## config.mk

```make
export PLATFORM = sky130hd
export DESIGN_NAME = exp_align_sched_16in
export DESIGN_NICKNAME = d
export VERILOG_FILES = /design/src/rtl/exp_align_sched_16in.sv
export SDC_FILE = /design/constraint.sdc
export NUM_CORES = 1
export LEC_CHECK = 0
export CAP_MARGIN = 30
export CORE_MARGIN = 10
export CORE_UTILIZATION = 23
export CTS_CLUSTER_DIAMETER = 30
export DETAILED_ROUTE_END_ITERATION = 10
export SLEW_MARGIN = 5
export SYNTH_ARGS = -nofsm -noshare
export SYNTH_HDL_FRONTEND = slang
export SYNTH_SLANG_ARGS = --single-unit
```

## constraint.sdc

```tcl
create_clock -name clk -period 7.6 [get_ports clk]
set_input_delay 0.76 -clock clk [delete_from_list [all_inputs] [get_ports clk]]
set_output_delay 0.76 -clock clk [all_outputs]
set_load 0.02 [all_outputs]
```

## src/rtl/exp_align_sched_16in.sv

```systemverilog
// Finds max exponent and per-element right shifts of a 16-exponent vector via one shared 4-input compare unit.
// Result 6 cycles after accept (4 group passes + 1 final pass); holds result in DONE until out_ready, no accept meanwhile.
module exp_align_sched_16in #(
  parameter int WIDTH = 11
) (
  input  logic                  clk,
  input  logic                  rst,
  input  logic                  in_valid,
  output logic                  in_ready,
  input  logic [16*WIDTH-1:0]   in_exp,
  output logic [WIDTH-1:0]      cmp_exp_0,
  output logic [WIDTH-1:0]      cmp_exp_1,
  output logic [WIDTH-1:0]      cmp_exp_2,
  output logic [WIDTH-1:0]      cmp_exp_3,
  input  logic [WIDTH-1:0]      cmp_exp_max,
  input  logic [WIDTH-1:0]      cmp_shift_0,
  input  logic [WIDTH-1:0]      cmp_shift_1,
  input  logic [WIDTH-1:0]      cmp_shift_2,
  input  logic [WIDTH-1:0]      cmp_shift_3,
  output logic                  out_valid,
  input  logic                  out_ready,
  output logic [WIDTH-1:0]      out_exp_max,
  output logic [16*WIDTH-1:0]   out_shift,
  output logic                  busy
);

  typedef enum logic [1:0] {IDLE, GRP, FINAL, DONE} state_t;

  state_t           state_q, state_d;
  logic [1:0]       cnt_q;
  logic [WIDTH-1:0] exp_reg   [16];
  logic [WIDTH-1:0] gmax      [4];
  logic [WIDTH-1:0] lshift    [16];
  logic [WIDTH-1:0] shift_q   [16];
  logic [WIDTH-1:0] exp_max_q;
  logic [WIDTH-1:0] cmp_ops   [4];
  logic [WIDTH-1:0] cmp_shift [4];

  assign cmp_shift[0] = cmp_shift_0;
  assign cmp_shift[1] = cmp_shift_1;
  assign cmp_shift[2] = cmp_shift_2;
  assign cmp_shift[3] = cmp_shift_3;

  assign cmp_exp_0 = cmp_ops[0];
  assign cmp_exp_1 = cmp_ops[1];
  assign cmp_exp_2 = cmp_ops[2];
  assign cmp_exp_3 = cmp_ops[3];

  always_ff @(posedge clk) begin
    if (rst) state_q <= IDLE;
    else     state_q <= state_d;
  end

  always_comb begin
    state_d   = state_q;
    in_ready  = 1'b0;
    out_valid = 1'b0;
    busy      = 1'b0;
    case (state_q)
      IDLE: begin
        in_ready = 1'b1;
        if (in_valid) state_d = GRP;
      end
      GRP: begin
        busy = 1'b1;
        if (cnt_q == 2'd3) state_d = FINAL;
      end
      FINAL: begin
        busy    = 1'b1;
        state_d = DONE;
      end
      DONE: begin
        out_valid = 1'b1;
        if (out_ready) state_d = IDLE;
      end
      default: state_d = IDLE;
    endcase
  end

  // Operand k is element 4*cnt+k in group passes, group max k in the final pass.
  always_comb begin
    for (int k = 0; k < 4; k++) begin
      cmp_ops[k] = '0;
      if (state_q == GRP)   cmp_ops[k] = exp_reg[{cnt_q, 2'(k)}];
      if (state_q == FINAL) cmp_ops[k] = gmax[k];
    end
  end

  always_ff @(posedge clk) begin
    if (rst) begin
      cnt_q     <= '0;
      exp_max_q <= '0;
      for (int i = 0; i < 16; i++) begin
        exp_reg[i] <= '0;
        lshift[i]  <= '0;
        shift_q[i] <= '0;
      end
      for (int g = 0; g < 4; g++) gmax[g] <= '0;
    end else begin
      case (state_q)
        IDLE: begin
          if (in_valid) begin
            cnt_q <= '0;
            for (int i = 0; i < 16; i++) exp_reg[i] <= in_exp[i*WIDTH +: WIDTH];
          end
        end
        GRP: begin
          gmax[cnt_q] <= cmp_exp_max;
          for (int k = 0; k < 4; k++) lshift[{cnt_q, 2'(k)}] <= cmp_shift[k];
          cnt_q <= cnt_q + 2'd1;
        end
        FINAL: begin
          exp_max_q <= cmp_exp_max;
          // Local shift plus the group's distance to the global max; the true sum fits WIDTH bits.
          for (int g = 0; g < 4; g++)
            for (int k = 0; k < 4; k++)
              shift_q[4*g+k] <= lshift[4*g+k] + cmp_shift[g];
        end
        default: ;
      endcase
    end
  end

  assign out_exp_max = exp_max_q;

  for (genvar i = 0; i < 16; i++) begin : g_out
    assign out_shift[i*WIDTH +: WIDTH] = shift_q[i];
  end

endmodule

```

**Word-level counts from Yosys, hierarchy flattened**

Memory sizes are Yosys's and may differ from the RTL's. A register that Yosys moved wholly into a read port is not among the register bits.
Index checks and enable logic that the tools add are counted.

- Add/sub/neg operators: 17
- Equality and inequality tests: 7
- Muxes and demuxes: 84
- Bitwise operators: 32
- Reduce and logical (&&, ||, !) cells: 10

Operator list:

| kind | number |
|---|---|
| $mux W11 | 45 |
| $add A11 B11 Y11 | 16 |
| $reduce_or A11 Y1 | 5 |
| $mux W4 | 12 |
| $or A1 B1 Y1 | 32 |
| $mux W1 | 20 |
| $mux W2 | 5 |
| $pmux W2 S4 | 1 |
| $eq A2 B2 Y1 const B | 3 |
| $ne A2 B2 Y1 const B | 3 |
| $pmux W2 S2 | 1 |
| $reduce_and A3 Y1 | 1 |
| $add A2 B1 Y2 const B | 1 |
| $eq A2 B1 Y1 const B | 1 |
| $logic_not A2 Y1 | 1 |
| $reduce_and A2 Y1 | 1 |
| $reduce_bool A2 Y1 | 1 |
| $reduce_or A2 Y1 | 1 |

- Flip-flop bits (word level): 15
- Bits in writable memories: 572
- Input port bits: 235
- Word-level logic and storage cells: 157
- Memories kept: 4

Memories:

| memory | depth | width | rd ports | clocked after memory_dff | wr ports | line | RTL |
|---|---|---|---|---|---|---|---|
| exp_reg | 16 | 11 | 4 | 4 | 16 | 31 | `logic [WIDTH-1:0] exp_reg [16];` |
| lshift | 16 | 11 | 16 | 0 | 16 | 33 | `logic [WIDTH-1:0] lshift [16];` |
| shift_q | 16 | 11 | 16 | 0 | 16 | 34 | `logic [WIDTH-1:0] shift_q [16];` |
| gmax | 4 | 11 | 4 | 0 | 4 | 32 | `logic [WIDTH-1:0] gmax [4];` |

**Logic depth before layout (Yosys ltp)**

- Depth in word-level cells: 6
- Gate-level depth with buffers: 9

**Worst setup path before layout**

OpenSTA, ideal clock, no wires.

- Kind: input port to flip-flop
- Start point: in rst
- End point: mem exp_reg[0][0] (enable)
- Arrival: 5720 ps
- Data required time: 7033 ps
- Slack: 1313 ps
- Cell stages on the path: 4
- Buffers on the path: 3
- Path through: buf_2 -> clkbuf_1 -> clkbuf_1 -> nand2b_1

RTL lines:

| element | line | RTL |
|---|---|---|
| start: declaration | 7 | `input logic rst,` |
| end: declaration | 31 |  |

**Final worst setup path**

- Start point: reg state_q[1]
- End point: out cmp_exp_0[2]

- Cells in the longest elaborated chain, start to end: 3
- Elaborated cells between the ends (all ways): 4
- Those cells by class: eq/ne (2); mux (2)

RTL lines:

| element | line | RTL |
|---|---|---|
| start: declaration | 29 | `state_t state_q, state_d;` |
| start signal: assignment | 51 | `else state_q <= state_d;` |
| $eq A2 B1 Y1 | 84 | `if (state_q == GRP) cmp_ops[k] = exp_reg[{cnt_q, 2'(k)}];` |
| $mux W11 | 84 |  |
| $mux W11 * | 85 | `if (state_q == FINAL) cmp_ops[k] = gmax[k];` |
| end: declaration | 11 | `output logic [WIDTH-1:0] cmp_exp_0,` |

Every way passes the cells marked *; elsewhere a longest branch is shown, timed or not.

==> out/qor.txt <==
status -> finished, final reports clean
overall routing resource usage -> 0.149
critical-path cell list -> inv_1 -> ha_1 -> nor2b_4 -> buf_12 -> a22o_1 -> clkdlybuf4s50_1
Die ar. -> 145,000 um^2
DRT Pass-1 Iters -> 5
Residual DRC -> 0
cts bufs inserted -> 155
Fin. Hold Viols -> 0
Post-synth EDFFs -> 572
layout overhead on the synthesized area -> 40.4%
number of top-level pins -> 469
via total after detailed routing -> 21,600
Avg Cell Area, Syn -> 13.0 um^2
sequential fraction of the synthesis area -> 0.585
Clk Latency, worst-skew pair -> 780 ps
placed insts -> 4,434
pin count of the biggest net entering global routing -> 140
worst rel slew slack -> 0.316
PortBufs -> 468
Detail Route Antenna Nets -> 0
HP Class -> flip-flop to flip-flop
crit path max fanout -> 36
# H-tree levels -> 4
# hold bufs at CTS -> 0
Crit path max-delay family -> buffers and inverters
Die Y -> 381 um
Comb power frac -> 0.249
Worst Skew -> 48.0 ps
dpl cell area -> 36,800 um^2
Syn Std Cell Area -> 30,000 um^2
Cells after Synth -> 2,305
sw frac -> 0.312
wire length of the first global-routing pass -> 157,000 um
Distinct cells, synth -> 56
Worst Path Buf+Inv -> 3
#FFs+latches synth -> 589
Detailed Route WL -> 112,000 um
DR iter-0 viols -> 1,691
Peak VDD IR -> 0.000188 V
final setup fails -> 0
Non-Filler Instances -> 4,737
GRT overflow -> 0
worst stage delay on the critical path -> 700 ps
layout cells sized above 1 -> 0.121
GPL Wtd Cong -> 0.862
RSZ-0062 raised after global routing -> no
min Tclk post-route -> 4020 ps
Starting Density -> 0.231
Sequential Power Share -> 0.315
largest cells by area after synthesis -> edfxtp_1, ha_1, and3_1
required time worst endpoint -> 6840 ps
clock sink count -> 589
Cell Int Power -> 10.2 mW
crit end category -> output port
fmax -> 0.249 GHz
power per cell area -> 353 nW/um^2
clk slew on worst S/H paths -> 40 ps
max-slew violation count -> 0
Sequential cell area -> 17,500 um^2
clock buffer depth -> 3
postcts setup bufs -> 0
Core Region -> 129,000 um^2
vias per cell -> 4.57
CP max stage cell -> clkdlybuf4s50_1
Synth area leader -> edfxtp_1
Net Sw Power -> 4.63 mW
TritonCTS clock tree -> done
Fin Setup TNS -> 0 ps
max_cap viols -> 0
drt wl/cell -> 23.7 um
crit start category -> flip-flop
footprint of the multi-input gates -> 11,800 um^2
Syn Nets -> 2,724
CTS resizes -> 0
crit path DAT -> 3260 ps
Filler cells -> 12,900
Nets -> 3,268
ys async rst share -> 0
initial antenna violation count -> 31
synth warn -> 0
Placement Rows -> 132
post-synth top area share -> 0.573
CTS Root Cell -> clkbuf_16
main flop type after synthesis -> edfxtp_1
vias in the first global route -> 21,800
Final Cycle Share -> 0.529
Die Span X -> 381 um
P_leak -> 16.6 nW
Post-DP HPWL -> 78,400 um
clock power share -> 0.436
Setup CP Type -> flip-flop to output port
Worst Tran Pin Value -> 1030 ps
Post-Layout Inst Area -> 42,100 um^2
## layout by cell type (no fill, tap or decap), drive strengths merged, types with 17 or more instances in the layout
master	n
mux4	44
a21o	69
a31oi	22
nand2b	22
dfxtp	17
a22o	44
and2	165
xor2	60
clkbuf	187
buf	30
o21ai	84
a21oi	82
clkinv	70
bufinv	17
nor2b	109
inv	61
clkdlybuf4s50	467
o211ai	19
nor2	146
ha	168
nand2	63
nor3	49
edfxtp	572
and3	183
o31ai	20
xnor2	25
a211oi	45
## power by group through the flow
stage	clock network (mW)	logic (mW)	registers, mW
3_5_place_dp	0	3.71	4.73
6_report	6.47	3.70	4.67
4_1_cts	6.57	3.73	4.69
2_1_floorplan	0	1.78	4.91
5_1_grt	6.76	3.95	4.73
3_3_place_gp	0	3.56	4.77
## area by class of cell
class | instances | area share
multi-input combinational | 1549 | 0.281
tap | 1742 | 0.0518
inverter | 57 | 0.00509
clock inverter | 102 | 0.0289
antenna | 14 | 0.000833
clock buffer | 187 | 0.0956
sequential | 589 | 0.417
timing repair buffer | 497 | 0.121
## synthesized netlist by cell type (all sizes together), types with 44 or more instances
cell and count:
and3 183, o21ai 84, and2 165, a21o 69
xor2 60, nand2 63, nor2 146, a21oi 82
ha 168, a22o 44, mux4 44, nor3 49
edfxtp 572, a211oi 45, inv 57, nor2b 109
clkbuf 76
## cells by family after synthesis
family | after synthesis | synth area share
adder cells (fa/ha/maj) | 184 | 0.0809
multiplexers | 61 | 0.0390
XOR/XNOR | 85 | 0.0249
flip-flops | 589 | 0.585
buffers and inverters | 167 | 0.0233
AO/OA/AOI/OAI | 448 | 0.106
AND/OR/NAND/NOR | 771 | 0.142
## worst reg2reg max path: stages (launching register included)
cell and delay, ps:
dfxtp_1 330, inv_1 90, ha_1 510, nor2b_4 430, buf_4 760, buf_4 840
and3_1 310
## through the flow
stage                     hold slack [ps]  power [mW]   util  setup WS (ps)
after CTS                             447        15.0  0.325           3540
final                                 495        14.8  0.325           3580
after floorplan                       511        6.70      -           1310
after global routing                  494        15.4  0.325           3440
after global placement                474        8.34  0.282           3790
after detailed placement              478        8.43  0.284           3720
## final timing paths
kind / startpoint / to / slack (ps) / cells past startpoint
setup / recovery: state_q[1]$_SDFFE_PP0P_ / cmp_exp_0[2] / 3580 / 6
hold / removal: out_exp_max[5]$_SDFFE_PP0P_ / out_exp_max[5]$_SDFFE_PP0P_ / 500 / 2
setup reg to reg: state_q[1]$_SDFFE_PP0P_ / lshift[0][23]$_SDFFCE_PN0P_ / 4180 / 6
hold reg to reg: out_exp_max[5]$_SDFFE_PP0P_ / out_exp_max[5]$_SDFFE_PP0P_ / 500 / 2
## per-layer routing
metal	vias to the layer above	global-route usage	wire (um)
li1	9828	-	-
met1	10700	0.190	47600
met2	850	0.231	51000
met3	226	0.0468	9190
met4	0	0.0665	4280
met5	-	0	0
(Power assumes the default switching activity.)
==> RTL edit: new RTL, same flow settings <==
The parameter `WIDTH` goes from 11 to 13.
--- a/src/rtl/exp_align_sched_16in.sv
+++ b/src/rtl/exp_align_sched_16in.sv
@@ -1,7 +1,7 @@
 // Finds max exponent and per-element right shifts of a 16-exponent vector via one shared 4-input compare unit.
 // Result 6 cycles after accept (4 group passes + 1 final pass); holds result in DONE until out_ready, no accept meanwhile.
 module exp_align_sched_16in #(
-  parameter int WIDTH = 11
+  parameter int WIDTH = 13
 ) (
   input  logic                  clk,
   input  logic                  rst,
Ports: changed (12 resized); port bits go from 469 to 553. No check against the original RTL was run, so the function may have changed too.
==> RTL edit against the original RTL <==
Die area up 19%. Largest cell class unchanged. Count of clock-buffer cells in the layout down 10. Highest routed layer is now met5. Setup slack worse by 0.44 ns. Sequential cell count up 106. Final area up 17%. Power up 11%. Area after synthesis up 20%. Largest power group unchanged. Wire length up 20%.
==> RTL edit: results (changes against the original RTL) <==
outcome: "complete, no violations"
placed_cells: 5343  # +21%
buffer_area_share_pct: 12.0  # -0.041 points
multi_input_gates: 1956  # +26%
grt_use_met3_pct: 3.18  # -1.5 points
grtUsageMet1_pct: 16.8  # -2.2 points
num-nonclk-buffers: 589  # +19%
grt_max_degree: 184  # +31%
globalplace.congestion: 0.856  # -0.77%
seq_power_mw: 5.51  # +18%
critPathMaxStageDelay_ns: 0.68  # -0.02 ns
num_antenna_cells: 7  # -7
grtUsageTotal_pct: 15.0  # +0.088 points
clk_latency_ns: 0.76  # -0.02 ns
yosysSeqAreaShare_pct: 57.4  # -1.1 points
post-dp-hpwl_um: 97000  # +24%
grt_pass1_wl_um: 190000  # +21%
synth-edff-count: 676  # +18%
synthTopCellsByArea: "edfxtp_1, ha_1, and3_1"
final.setup_skew_ns: 0.0333  # -0.0147 ns
dieArea_um2: 173000  # +19%
syn_avg_cell_area_um2: 12.7  # -2.5%
seqAreaFraction_pct: 41.9  # +0.28 points
place_area_um2: 43900  # +19%
drive_gt1_share_pct: 11.0  # -1.1 points
n_fill_cell: 15500  # +21%
worstPathArrival_ns: 3.71  # +0.45 ns
crit_fanout: 31  # -14%
synth_compound_area_share_pct: 10.1  # -0.46 points
final_nets: 3934  # +20%
regArea_um2: 20700  # +18%
viasPerCell: 4.66  # +2.1%
syn-num-nets: 3337  # +23%
synth.distinct_cells: 74  # +32%
dr.max_layer_used: "met5"
drt_iter0_markers: 1942  # +15%
p_switching_mw: 5.22  # +13%
p_leak_nw: 19.2  # +16%
cts_made_buffers: 150  # -3.2%
placement.io_buffers: 552  # +18%
route.met2.wl_um: 67500  # +33%
maxSlewHeadroom_pct: 9.92  # -22 points
wl_um: 135000  # +20%
multi_input_area_share_pct: 29.7  # +1.6 points
ys_top_cells_by_count: "edfxtp_1, and3_1, and2_1"
dr_total_vias: 26300  # +21%
irDropWorstVdd_v: 0.000222  # +18%
inv_count: 49  # -14%
internal_power_mw: 11.2  # +10%
cts.sinks: 695  # +18%
pre_cts_slack_ns: 3.19  # -0.528 ns
power_combinational_mw: 4.18  # +13%
met1Wirelength_um: 50300  # +5.7%
synthAdderAreaFrac_pct: 7.84  # -0.25 points
route.met3.wl_um: 7930  # -14%
clockNetworkAreaShare_pct: 10.7  # -1.7 points
synthMuxAreaShare_pct: 4.39  # +0.49 points
## RTL edit: changes by cell type in the layout (fill, tap and decap cells not counted), moves of 22 or more
cell / before / now
a21oi_1: 77 / 142
nand4_1: 2 / 24
and3_1: 183 / 231
clkdlybuf4s50_1: 467 / 551
nand3_1: 15 / 58
nor2_1: 142 / 173
ha_1: 167 / 198
and2_1: 165 / 212
edfxtp_1: 572 / 676
## RTL edit: worst paths after layout
| path | from | end | slack (ns) | cells past startpoint |
|---|---|---|---|---|
| min reg2reg | out_exp_max[1]$_SDFFE_PP0P_ | out_exp_max[1]$_SDFFE_PP0P_ | 0.49 | 2 |
| max | register | cmp_exp_2[1] | 3.13 | 4 |
| min | out_exp_max[1]$_SDFFE_PP0P_ | out_exp_max[1]$_SDFFE_PP0P_ | 0.49 | 2 |
| max reg2reg | state_q[1]$_SDFFE_PP0P_ | lshift[1][17]$_SDFFCE_PN0P_ | 4.27 | 8 |
